### src/rtl/mac_sequencer.sv
// Control FSM for the matrix-multiply datapath: walks every (row, col) output element through
// DIM issue/wait/accumulate steps followed by a store, with a hold input for back-pressure.
module mac_sequencer #(
    parameter int unsigned DIM = 3,
    parameter int unsigned LAT = 4,
    localparam int unsigned IW = (DIM > 1) ? $clog2(DIM) : 1
) (
    input  logic          clk,
    input  logic          rst,
    input  logic          start,
    input  logic          hold,
    output logic          signalGenAddr,
    output logic          signalAcum,
    output logic          signalStore,
    output logic          done,
    output logic          busy,
    output logic [IW-1:0] row,
    output logic [IW-1:0] col,
    output logic [IW-1:0] k
);

    localparam int unsigned WW = (LAT > 1) ? $clog2(LAT) : 1;

    localparam logic [IW-1:0] IdxLast = IW'(DIM - 1);
    localparam logic [WW-1:0] WaitLast = WW'(LAT - 1);

    typedef enum logic [2:0] {
        StIdle,
        StIssue,
        StWait,
        StAcum,
        StStore,
        StDone
    } state_e;

    state_e        state_q, state_d;
    logic [IW-1:0] row_q, row_d;
    logic [IW-1:0] col_q, col_d;
    logic [IW-1:0] k_q, k_d;
    logic [WW-1:0] wait_q, wait_d;

    always_ff @(posedge clk or negedge rst) begin
        if (!rst) begin
            state_q <= StIdle;
            row_q   <= '0;
            col_q   <= '0;
            k_q     <= '0;
            wait_q  <= '0;
        end else begin
            state_q <= state_d;
            row_q   <= row_d;
            col_q   <= col_d;
            k_q     <= k_d;
            wait_q  <= wait_d;
        end
    end

    always_comb begin
        state_d = state_q;
        row_d   = row_q;
        col_d   = col_q;
        k_d     = k_q;
        wait_d  = wait_q;
        // hold freezes every register; the pending pulse re-fires once released
        if (!hold) begin
            case (state_q)
                StIdle: begin
                    if (start) begin
                        state_d = StIssue;
                        row_d   = '0;
                        col_d   = '0;
                        k_d     = '0;
                    end
                end
                StIssue: begin
                    state_d = StWait;
                    wait_d  = '0;
                end
                StWait: begin
                    if (wait_q == WaitLast) begin
                        wait_d  = '0;
                        state_d = StAcum;
                    end else begin
                        wait_d = wait_q + WW'(1);
                    end
                end
                StAcum: begin
                    if (k_q < IdxLast) begin
                        k_d     = k_q + IW'(1);
                        state_d = StIssue;
                    end else begin
                        state_d = StStore;
                    end
                end
                StStore: begin
                    k_d = '0;
                    if (row_q == IdxLast && col_q == IdxLast) begin
                        state_d = StDone;
                    end else begin
                        state_d = StIssue;
                        if (col_q == IdxLast) begin
                            col_d = '0;
                            row_d = row_q + IW'(1);
                        end else begin
                            col_d = col_q + IW'(1);
                        end
                    end
                end
                StDone: begin
                    state_d = StIdle;
                    row_d   = '0;
                    col_d   = '0;
                    k_d     = '0;
                end
                default: begin
                    state_d = StIdle;
                end
            endcase
        end
    end

    assign signalGenAddr = (state_q == StIssue) && !hold;
    assign signalAcum    = (state_q == StAcum) && !hold;
    assign signalStore   = (state_q == StStore) && !hold;
    assign done          = (state_q == StDone) && !hold;
    assign busy          = (state_q != StIdle);
    assign row           = row_q;
    assign col           = col_q;
    assign k             = k_q;

endmodule

### config.mk
export PLATFORM = sky130hd
export DESIGN_NAME = mac_sequencer
export DESIGN_NICKNAME = d
export VERILOG_FILES = /design/src/rtl/mac_sequencer.sv
export SDC_FILE = /design/constraint.sdc
export NUM_CORES = 1
export LEC_CHECK = 0
export ABC_CLOCK_PERIOD_IN_PS = 2000
export BUFFER_PORTS_ARGS = -buffer_cell sky130_fd_sc_hd__buf_2
export CAP_MARGIN = 20
export CORE_MARGIN = 5
export CORE_UTILIZATION = 51
export CTS_BUF_LIST = sky130_fd_sc_hd__clkbuf_8 sky130_fd_sc_hd__clkbuf_16
export DETAILED_ROUTE_END_ITERATION = 8
export GPL_TIMING_DRIVEN = 0
export PLACE_DENSITY = 0.74
export RECOVER_POWER = 100
export SYNTH_ARGS = -nofsm -noshare
export SYNTH_HDL_FRONTEND = slang
export SYNTH_SLANG_ARGS = --single-unit
### constraint.sdc
create_clock -name clk -period 2 [get_ports clk]
set_input_delay 0.1 -clock clk [delete_from_list [all_inputs] [get_ports clk]]
set_output_delay 0.1 -clock clk [all_outputs]
set_load 0.1 [all_outputs]
-- Word-level counts from Yosys, hierarchy flattened
Index checks and enable logic that the tools add are counted.
- register bits after elaboration: 11
- output and inout port bits: 11
- word-level logic and storage cells: 57
- add/sub/neg operators: 4
- magnitude comparators: 1
- equality and inequality tests: 13
- multiplexer cells: 16
- bitwise operators: 1
- reductions and logical operators: 17
- operators with widths (operator ; number):
    2-bit case mux with 3 select lines ; 3
    3-bit case mux with 5 select lines ; 1
    2-bit two-way mux ; 7
    3-bit two-way mux ; 4
    2-bit inequality test (second input constant) ; 5
    3-bit nonzero test ; 3
    2-bit by 1-bit adder with 2-bit output (second input constant) ; 4
    4-bit AND reduction ; 2
    2-bit == test (second input constant) ; 3
    3-bit by 2-bit == test with 1-bit output (second input constant) ; 2
    3-bit == test (second input constant) ; 2
    1-bit logical AND ; 5
    5-bit AND reduction ; 1
    2-bit case mux with 2 select lines ; 1
    3-bit by 1-bit == test with 1-bit output (second input constant) ; 1
    3-bit logical NOT ; 1
    3-bit AND reduction ; 1
    2-bit less-than comparator (second input constant) ; 1
    2-bit AND reduction ; 1
    2-bit nonzero test ; 1
    2-bit OR reduction ; 1
    1-bit logical NOT ; 1
    1-bit NOT ; 1

-- Longest topological paths before layout
Gate-level depths: netlist (run 1).
- depth in word-level cells: 4
- mapped depth: 5

-- Worst setup path after synthesis (run 1)
Ideal clock, no wire load.
- path type: register to register
- start: register row_q[0], in the netlist row[0]
- end: register row_q[0], in the netlist row[0]
- setup time: 0.160 ns
- arrival time: 2.017 ns
- setup slack: -0.177 ns
- stages on the path, launching flop included: 6
- buffers on the path: 0
- clock period less this slack: 2.177 ns
- cells stage by stage: dfrtp_1 inv_1 ha_1 or3b_1 a221oi_1 mux2i_1
- word-level cells in the longest chain between the ends: 4
- elaborated cells between the ends (all ways): 8
- ends and longest elaborated chain (element ; RTL line ; RTL):
    from (decl) ; 37 ; logic [IW-1:0] row_q, row_d;
    from (signal assigned) ; 51 ; row_q <= row_d;
    2-bit by 1-bit adder with 2-bit output / 2-bit == test (equally long branches) ; 103, 97 ;
    2-bit two-way mux / 1-bit logical AND (equally long branches) ; 101, 97 ;
    2-bit two-way mux / 2-bit inequality test (equally long branches) ; - ;
    2-bit case mux with 3 select lines / 5-bit AND reduction (equally long branches) ; - ;
Parallel ways exist; a longest one is shown, timed or not. The select of a mux whose other input is x is not followed.
A chain may end at the register's enable or synchronous reset.

-- Final worst setup path (run 1)
- start: register state_q[1]
- end: output port done
- word-level cells in the longest chain between the ends: 2
- ends and longest elaborated chain (element ; RTL line ; RTL):
    from (decl) ; 36 ; state_e state_q, state_d;
    from (signal assigned) ; 44 ; state_q <= StIdle;
    from (signal assigned) ; 50 ; state_q <= state_d;
    3-bit == test ; 125 ; assign done = (state_q == StDone) && !hold;
    1-bit logical AND ; 125 ;
    to (decl) ; 15 ; output logic done,
No other way between the ends.

==> run_results.csv, run 1 <==
group,metric,value,unit
global_routing,grtUsageMet1,20.7,%
layout,fillers,116,
layout,finalNonFillerCells,102,
critical_path,end_kind,"primary output",
logic_synthesis,yosysUniqueCellTypes,36,
timing,period_minus_slack,1.85,ns
die,pin_count,15,
clock_network,htreeDepth,1,
timing,finalCritPeriodShare,92.3,%
global_routing,grt_use_total,16.9,%
clock_network,cts-root-buf,"clkbuf_8",
detailed_routing,vias_per_cell,5.81,
timing,tightest_slew,1.16,ns
global_routing,busiest_layer,"met2",
global_routing,grt_pass1_vias,577,
place,io_buffers,14,
logic_synthesis,synth_edf_count,0,
clock_network,cts_buffer_depth,2,
timing,rsz0062_at_grt,"no",
timing,finClkSkew,0.00614,ns
layout,drive_gt1_share,18.4,%
global_routing,antenna_found_initial,0,
logic_synthesis,yosys_register_bits,11,
layout,area_growth_syn_to_layout,20.3,%
logic_synthesis,synth_flop_cell,"dfrtp_1",
min_path,hold_class,"input pin to flip-flop",
clock_network,cts_tree,"done",
detailed_routing,routed_wl,1470,µm
logic_synthesis,synthesis.instances,68,
critical_path,worst_ep_required_time,1.90,ns
logic_synthesis,synth-async-reset-ratio,100,%
timing,fmax,542,MHz
die,start_util,52.9,%
timing,hold_violations,0,
layout,final_area,817,µm²
timing,slew_violations,0,
detailed_routing,firstDrtPassIters,4,
critical_path,r2r_start,"row[0]",
die,core-area,1280,µm²
place,dp.cells,97,
global_routing,grt_max_degree,12,
min_path,min_from,"hold",
die,fp.dieW,46.5,µm
detailed_routing,drc,0,
clock_network,clock_latency,0.24,ns
logic_synthesis,synth_nets,74,
layout,num-nets-final,94,
critical_path,arrival,1.75,ns
layout,final_common_cell,"dfrtp_1",
min_path,min_path_cells,3,
place,dp_hpwl,1050,µm
logic_synthesis,synth_area,679,µm²
die,die-area,2160,µm²
global_routing,met2_usage,28.0,%
layout,most-common-layout-cells,"dfrtp_1 (10), clkbuf_1 (9), nor2_1 (6)",
critical_path,reg2reg_depth,5,
clock_network,path_clk_slew,0.05,ns
critical_path,path_class,"flip-flop to primary output",
clock_network,cts_buffers,3,
global_routing,gr-total-overflow,0,
place,gp_congestion,0.733,
die,fp.dieH,46.5,µm
global_routing,grt_use_met3,3.91,%
status,status,"finished, final reports clean",
place,dpl_cell_area,769,µm²
detailed_routing,vias,593,
logic_synthesis,ys_warn_count,0,
run,drv_cap,0,
detailed_routing,drt-initial-drc-count,6,
critical_path,cp-startpoint,"state_q[1]",
critical_path,rr_endpoint,"row[1]",
critical_path,cp-start-kind,"flip-flop",
critical_path,cp_max_fo,10,
clock_network,clock-sinks,11,
layout,n_antenna_cell,0,
die,row_count,13,
critical_path,r2r_setup_slack,0.41,ns
clock_network,cts_setup_buffers,0,
detailed_routing,drtAntennaViolNets,0,
global_routing,grt_pass1_wl,2570,µm
timing,slew_headroom,22.8,%
logic_synthesis,syn_avg_cell_area,9.99,µm²
detailed_routing,wl_per_cell,14.4,µm
logic_synthesis,yosysSeqAreaShare,40.5,%
min_path,holdPathEnd,"state_q[2]",
timing,finalSetupViolCount,0,
## Yosys cell counts, types with 2 or more instances
master,count,area (µm²)
nor2_1,6,22.5
dfrtp_1,11,275
a31oi_1,2,12.5
and3_1,3,18.8
ha_1,2,25.0
nand2_1,3,11.3
o2bb2ai_1,2,17.5
a22o_1,2,17.5
mux2i_1,3,30.0
nor2b_1,3,18.8
inv_1,4,15.0
buf_2,3,15.0
## cell families (layout without fill, tap and decap cells)
| group | Yosys count | after routing | share of synthesized area, % |
|---|---|---|---|
| and+or+nand+nor | 26 | 26 | 24.9 |
| AOI/OAI and AO/OA | 17 | 17 | 19.9 |
| DFF | 11 | 11 | 40.5 |
| buffers and inverters | 9 | 28 | 6.63 |
| muxes | 3 | 3 | 4.42 |
| adders and majority gates | 2 | 2 | 3.68 |
## area by class of cell
class	count	area, µm²	area share [%]
well taps	15	18.8	2.30
multi-input cells	48	359	44.0
flip-flops and latches	11	277	33.8
repair buffers	15	73.8	9.04
inverters	4	15.0	1.84
clock buffers	3	41.3	5.05
plain buffers	5	28.8	3.52
clock inverters	1	3.75	0.459
## state kept, by name (all words and copies together) (netlist names)
name / cells
col: 2
wait_q: 2
row: 2
state_q: 3
k: 2
## metal layers
metal	wire (µm)	share of wire (%)
met1	680	46
met5	0	0
met3	79	5.4
met2	682	47
met4	22	1.5
## how the worst max path moves through the flow
stage,to,slack (ns)
finish,done,0.15
floorplan,row[1],-0.07
CTS,signalGenAddr,0.15
global route,done,0.007
global placement,row[1],0.41
detailed placement,row[1],0.40
## worst max-delay path, stage by stage (launching register included)
cell      delay, ns
dfrtp_1        0.37
buf_6          0.14
clkbuf_1       0.20
nor2_1         0.22
and3_1         0.17
buf_2          0.42
## stage by stage
step	TNS (ns)	worst slack, ns	util (%)	hold slack (ns)
after global placement	0	0.406	59.9	-0.0173
after detailed placement	0	0.403	59.9	-0.0162
after CTS	0	0.153	64.2	0.267
final	0	0.154	63.6	0.316
after floorplan	-0.108	-0.0662	-	-0.196
after global routing	0	0.00701	63.6	0.354
## what timing repair did
item | in CTS | in global routing
endpoints found under the hold margin | 11 | 0
hold buffers | 1 | 0
gates resized for setup | 0 | 1
setup endpoints to repair | 0 | 1
Power of run 1 is not shown: default switching activity piles up to over one toggle a cycle in this logic, so the estimate is an artifact.
==> inputs of run 2 (changes only) <==
ABC_CLOCK_PERIOD_IN_PS = 1600   (was 2000)
CORE_UTILIZATION = 46   (was 51)
CTS_CLUSTER_DIAMETER = 80   (was unset)
PLACE_DENSITY = 0.7   (was 0.74)
clock period = 1.6 ns   (was 2 ns; I/O delays follow)
==> run 2 against run 1 <==
Against the previous run:
- sequential share of layout area down 3.1 points
- register-to-register slack worse by 0.33 ns
- hold slack worse by 0.0046 ns
- critical path depth down 1
- highest routed layer unchanged
- first-iteration DRC count up 67%
- critical endpoint is now busy
- global-route usage down 3.9 points
==> run_results.csv, run 2 (synthesis gave the netlist of run 1 again) <==
group,metric,value,unit
critical_path,end_kind,"primary output",
detailed_routing,drc,0,
layout,largest-register,"state_q",
clock_network,path_clk_slew,0.05,ns
min_path,min_from,"hold",
layout,n_antenna_cell,0,
global_routing,grt_pass1_wl,2400,µm
layout,area_growth_syn_to_layout,32.4,%
die,fp.dieW,48.4,µm
die,row_count,13,
critical_path,arrival,1.45,ns
detailed_routing,firstDrtPassIters,3,
timing,fmax,652,MHz
die,pin_count,15,
place,dp_hpwl,999,µm
status,status,"finished, final reports clean",
layout,final_common_cell,"dfrtp_1",
run,drv_cap,0,
clock_network,cts_tree,"done",
detailed_routing,routed_wl,1430,µm
global_routing,grt_use_total,12.9,%
timing,finalCritPeriodShare,95.9,%
die,die-area,2350,µm²
global_routing,grt_pass1_vias,513,
clock_network,clock-sinks,11,
detailed_routing,drtAntennaViolNets,0,
timing,finClkSkew,0.00332,ns
layout,most-common-layout-cells,"dfrtp_1 (10), clkbuf_2 (7), buf_2 (5), inv_1 (5), nor2_1 (5)",
timing,finalSetupViolCount,0,
clock_network,clock_latency,0.24,ns
timing,whs,0.311,ns
place,io_buffers,14,
critical_path,cp_max_fo,10,
layout,drive_gt1_share,34.8,%
die,fp.dieH,48.4,µm
timing,tightest_slew,0.581,ns
critical_path,rr_endpoint,"row[1]",
critical_path,worst_ep_required_time,1.52,ns
detailed_routing,drt-initial-drc-count,10,
place,dpl_cell_area,772,µm²
timing,slew_violations,0,
die,start_util,50.3,%
global_routing,grt_max_degree,12,
global_routing,antenna_found_initial,0,
min_path,hold_class,"input pin to flip-flop",
critical_path,endpoint,"busy",
critical_path,cp-start-kind,"flip-flop",
layout,final_area,900,µm²
place,gp_congestion,0.679,
global_routing,gr-total-overflow,0,
layout,largest_reg_flops,3,
timing,slew_headroom,61.3,%
clock_network,htreeDepth,1,
layout,fin_util,66.6,%
clock_network,cts_buffers,3,
critical_path,r2r_setup_slack,0.08,ns
timing,rsz0062_at_grt,"no",
critical_path,r2r_start,"row[0]",
layout,num-nets-final,96,
detailed_routing,wl_per_cell,13.8,µm
critical_path,reg2reg_depth,5,
detailed_routing,vias_per_cell,5.53,
critical_path,path_class,"flip-flop to primary output",
critical_path,cp-startpoint,"state_q[1]",
clock_network,cts-root-buf,"clkbuf_8",
timing,period_minus_slack,1.53,ns
detailed_routing,vias,575,
timing,hold_violations,0,
clock_network,cts_buffer_depth,2,
die,core-area,1350,µm²
run 2: cell types whose count changed in the layout (fill, tap and decap cells not counted), moves of 2 or more:
cell and change:
clkbuf_1 -8, buf_4 +4, clkbuf_2 +4, and3_1 -2, and3_2 +2, buf_12 +2
run 2: cell type report:
type / count / area (µm²)
plain buffers: 5 / 31.3
inverters: 4 / 15.0
clock inverters: 1 / 3.75
fillers: 116 / 450
multi-input cells: 48 / 378
well taps: 15 / 18.8
flip-flops and latches: 11 / 277
repair buffers: 17 / 135
clock buffers: 3 / 41.3
run 2: per-stage QoR:
| step | TNS [ns] | std cells | setup WS (ns) |
|---|---|---|---|
| 6_report | 0 | 104 | 0.0662 |
| 2_1_floorplan | -1.93 | 68 | -0.466 |
| 4_1_cts | 0 | 102 | 0.0199 |
| 3_5_place_dp | -0.0152 | 97 | -0.0152 |
| 3_3_place_gp | 0 | 97 | 0.00535 |
| 5_1_grt | 0 | 104 | 0.00187 |
run 2: critical path: stages (launching register included):
cell and delay, ns:
dfrtp_1 0.37, buf_6 0.14, buf_2 0.18, or3_1 0.33, buf_6 0.19
run 2: what timing repair did:
item	in CTS	in global routing
endpoints found under the setup margin	7	6
pin swaps	0	2
gates resized for setup	11	8
hold buffers	1	0
endpoints found under the hold margin	11	0
setup buffers	0	2
gates cloned	0	0
run 2: routing by layer:
metal | vias to the layer above | global-route usage, % | part of all wire [%]
met5 | - | 0 | 0
met4 | 0 | 4.15 | 1.1
met3 | 4 | 6.12 | 6.6
met2 | 13 | 17.0 | 44
met1 | 265 | 18.3 | 48
li1 | 293 | - | -
run 2: worst min path at each step:
| stage | slack, ns | to | cells past startpoint |
|---|---|---|---|
| floorplan | -0.22 | col[0] | 0 |
| global route | 0.34 | row[1] | 4 |
| global placement | -0.04 | row[1] | 1 |
| CTS | 0.24 | row[1] | 2 |
| finish | 0.31 | row[0] | 4 |
| detailed placement | -0.04 | row[1] | 1 |
Power of run 2 is left out for the same reason.
==> inputs of run 3 (changes only) <==
CELL_PAD_IN_SITES_DETAIL_PLACEMENT = 1   (was unset)
CELL_PAD_IN_SITES_GLOBAL_PLACEMENT = 1   (was unset)
CORE_UTILIZATION = 35   (was 46)
==> run 3 against run 2 <==
Against the previous run:
- sequential cell count did not move
- largest cell class unchanged
- register-to-register slack barely moved
- design area rose by 0.83%
- critical path type unchanged
- utilization fell by 19 points
- non-clock buffer count did not move
==> run_results.csv, run 3 (synthesis gave the netlist of run 1 again) <==
group,metric,value,unit
layout,multiInputGateArea,375,µm²
detailed_routing,drtAntennaViolNets,0,
place,io_buffers,14,
clock_network,htreeDepth,1,
timing,slew_headroom,58.4,%
layout,area_growth_syn_to_layout,33.5,%
timing,tightest_slew,0.624,ns
detailed_routing,drc,0,
min_path,hold_class,"input pin to flip-flop",
timing,finalCritPeriodShare,96.4,%
clock_network,cts_tree,"done",
critical_path,arrival,1.46,ns
critical_path,path_class,"flip-flop to primary output",
global_routing,antenna_found_initial,0,
die,core-area,1900,µm²
global_routing,grt_max_degree,12,
critical_path,cp-start-kind,"flip-flop",
layout,largest-register,"state_q",
global_routing,grt_pass1_wl,2750,µm
critical_path,cp_max_fo,10,
critical_path,r2r_setup_slack,0.07,ns
die,row_count,16,
critical_path,end_kind,"primary output",
timing,period_minus_slack,1.54,ns
run,drv_cap,0,
layout,fillers,225,
clock_network,cts_buffer_depth,2,
layout,final_common_cell,"dfrtp_1",
status,status,"finished, final reports clean",
global_routing,grt_pass1_vias,591,
die,fp.dieW,54.1,µm
clock_network,path_clk_slew,0.06,ns
layout,fin_util,47.7,%
die,start_util,35.7,%
layout,most-common-layout-cells,"dfrtp_1 (10), buf_2 (7), nor2_1 (5), clkbuf_2 (5), inv_1 (4)",
detailed_routing,routed_wl,1650,µm
place,gp_congestion,0.713,
timing,fmax,649,MHz
global_routing,gr-total-overflow,0,
clock_network,clock_latency,0.25,ns
layout,n_antenna_cell,0,
clock_network,cts_buffers,3,
detailed_routing,vias,606,
global_routing,grt_use_total,13.5,%
layout,register_area,277,µm²
place,dp_hpwl,1180,µm
detailed_routing,firstDrtPassIters,4,
detailed_routing,wl_per_cell,14.3,µm
die,pin_count,15,
timing,whs,0.301,ns
detailed_routing,vias_per_cell,5.22,
critical_path,worst_ep_required_time,1.52,ns
layout,largest_reg_flops,3,
detailed_routing,drt-initial-drc-count,7,
clock_network,clock-sinks,11,
timing,slew_violations,0,
clock_network,cts-root-buf,"clkbuf_8",
timing,hold_violations,0,
layout,num-nets-final,96,
layout,drive_gt1_share,34.8,%
die,fp.dieH,54.1,µm
timing,finalSetupViolCount,0,
die,die-area,2920,µm²
timing,finClkSkew,0.00604,ns
-- run 3: changes by cell type in the layout (fill, tap and decap cells not counted), sizes merged --
cell    delta
buf        +2
clkbuf     -2
clkinv     +1
inv        -1
-- run 3: path summary, 6_finish.rpt --
kind	cells after the start	end	from
min in group asynchronous	2	col[0]	rst
min reg2reg	1	row[0]	row[0]
max in group asynchronous	2	row[0]	rst
max reg2reg	5	row[1]	row[0]
min	4	row[0]	hold
max	3	busy	state_q[0]
-- run 3: per-stage QoR --
stage               cells  cell area, µm²   TNS, ns  worst slack [ns]
floorplan              68             683     -1.93            -0.466
global placement      109             787         0           0.00251
detailed placement    109             787   -0.0175           -0.0175
CTS                   114             877         0           0.00401
global route          116             907  -0.00515          -0.00515
finish                116             907         0            0.0582
-- run 3: layout make-up --
class	count	share of cell area (%)
inverters	4	1.66
flip-flops and latches	11	30.5
clock buffers	3	4.55
multi-input cells	48	41.4
well taps	27	3.72
plain buffers	5	3.45
repair buffers	17	14.2
clock inverters	1	0.552
-- run 3: worst max-delay path, stage by stage, from the launching register on --
cell     delay, ns
dfrtp_1       0.43
buf_2         0.21
or3_1         0.37
buf_6         0.20
-- run 3: per-layer routing --
| metal | GRT usage (%) | vias to the layer above | routed length (µm) |
|---|---|---|---|
| li1 | - | 293 | - |
| met1 | 18.1 | 302 | 776 |
| met2 | 20.2 | 9 | 806 |
| met3 | 4.16 | 2 | 47 |
| met4 | 4.98 | 0 | 23 |
| met5 | 0 | - | 0 |
-- run 3: timing repair --
action	in CTS	in global routing
hold endpoints to repair	11	0
hold buffers	1	0
setup buffers	0	2
setup endpoints to repair	7	4
resized for setup	11	6
Power of run 3 is left out for the same reason.
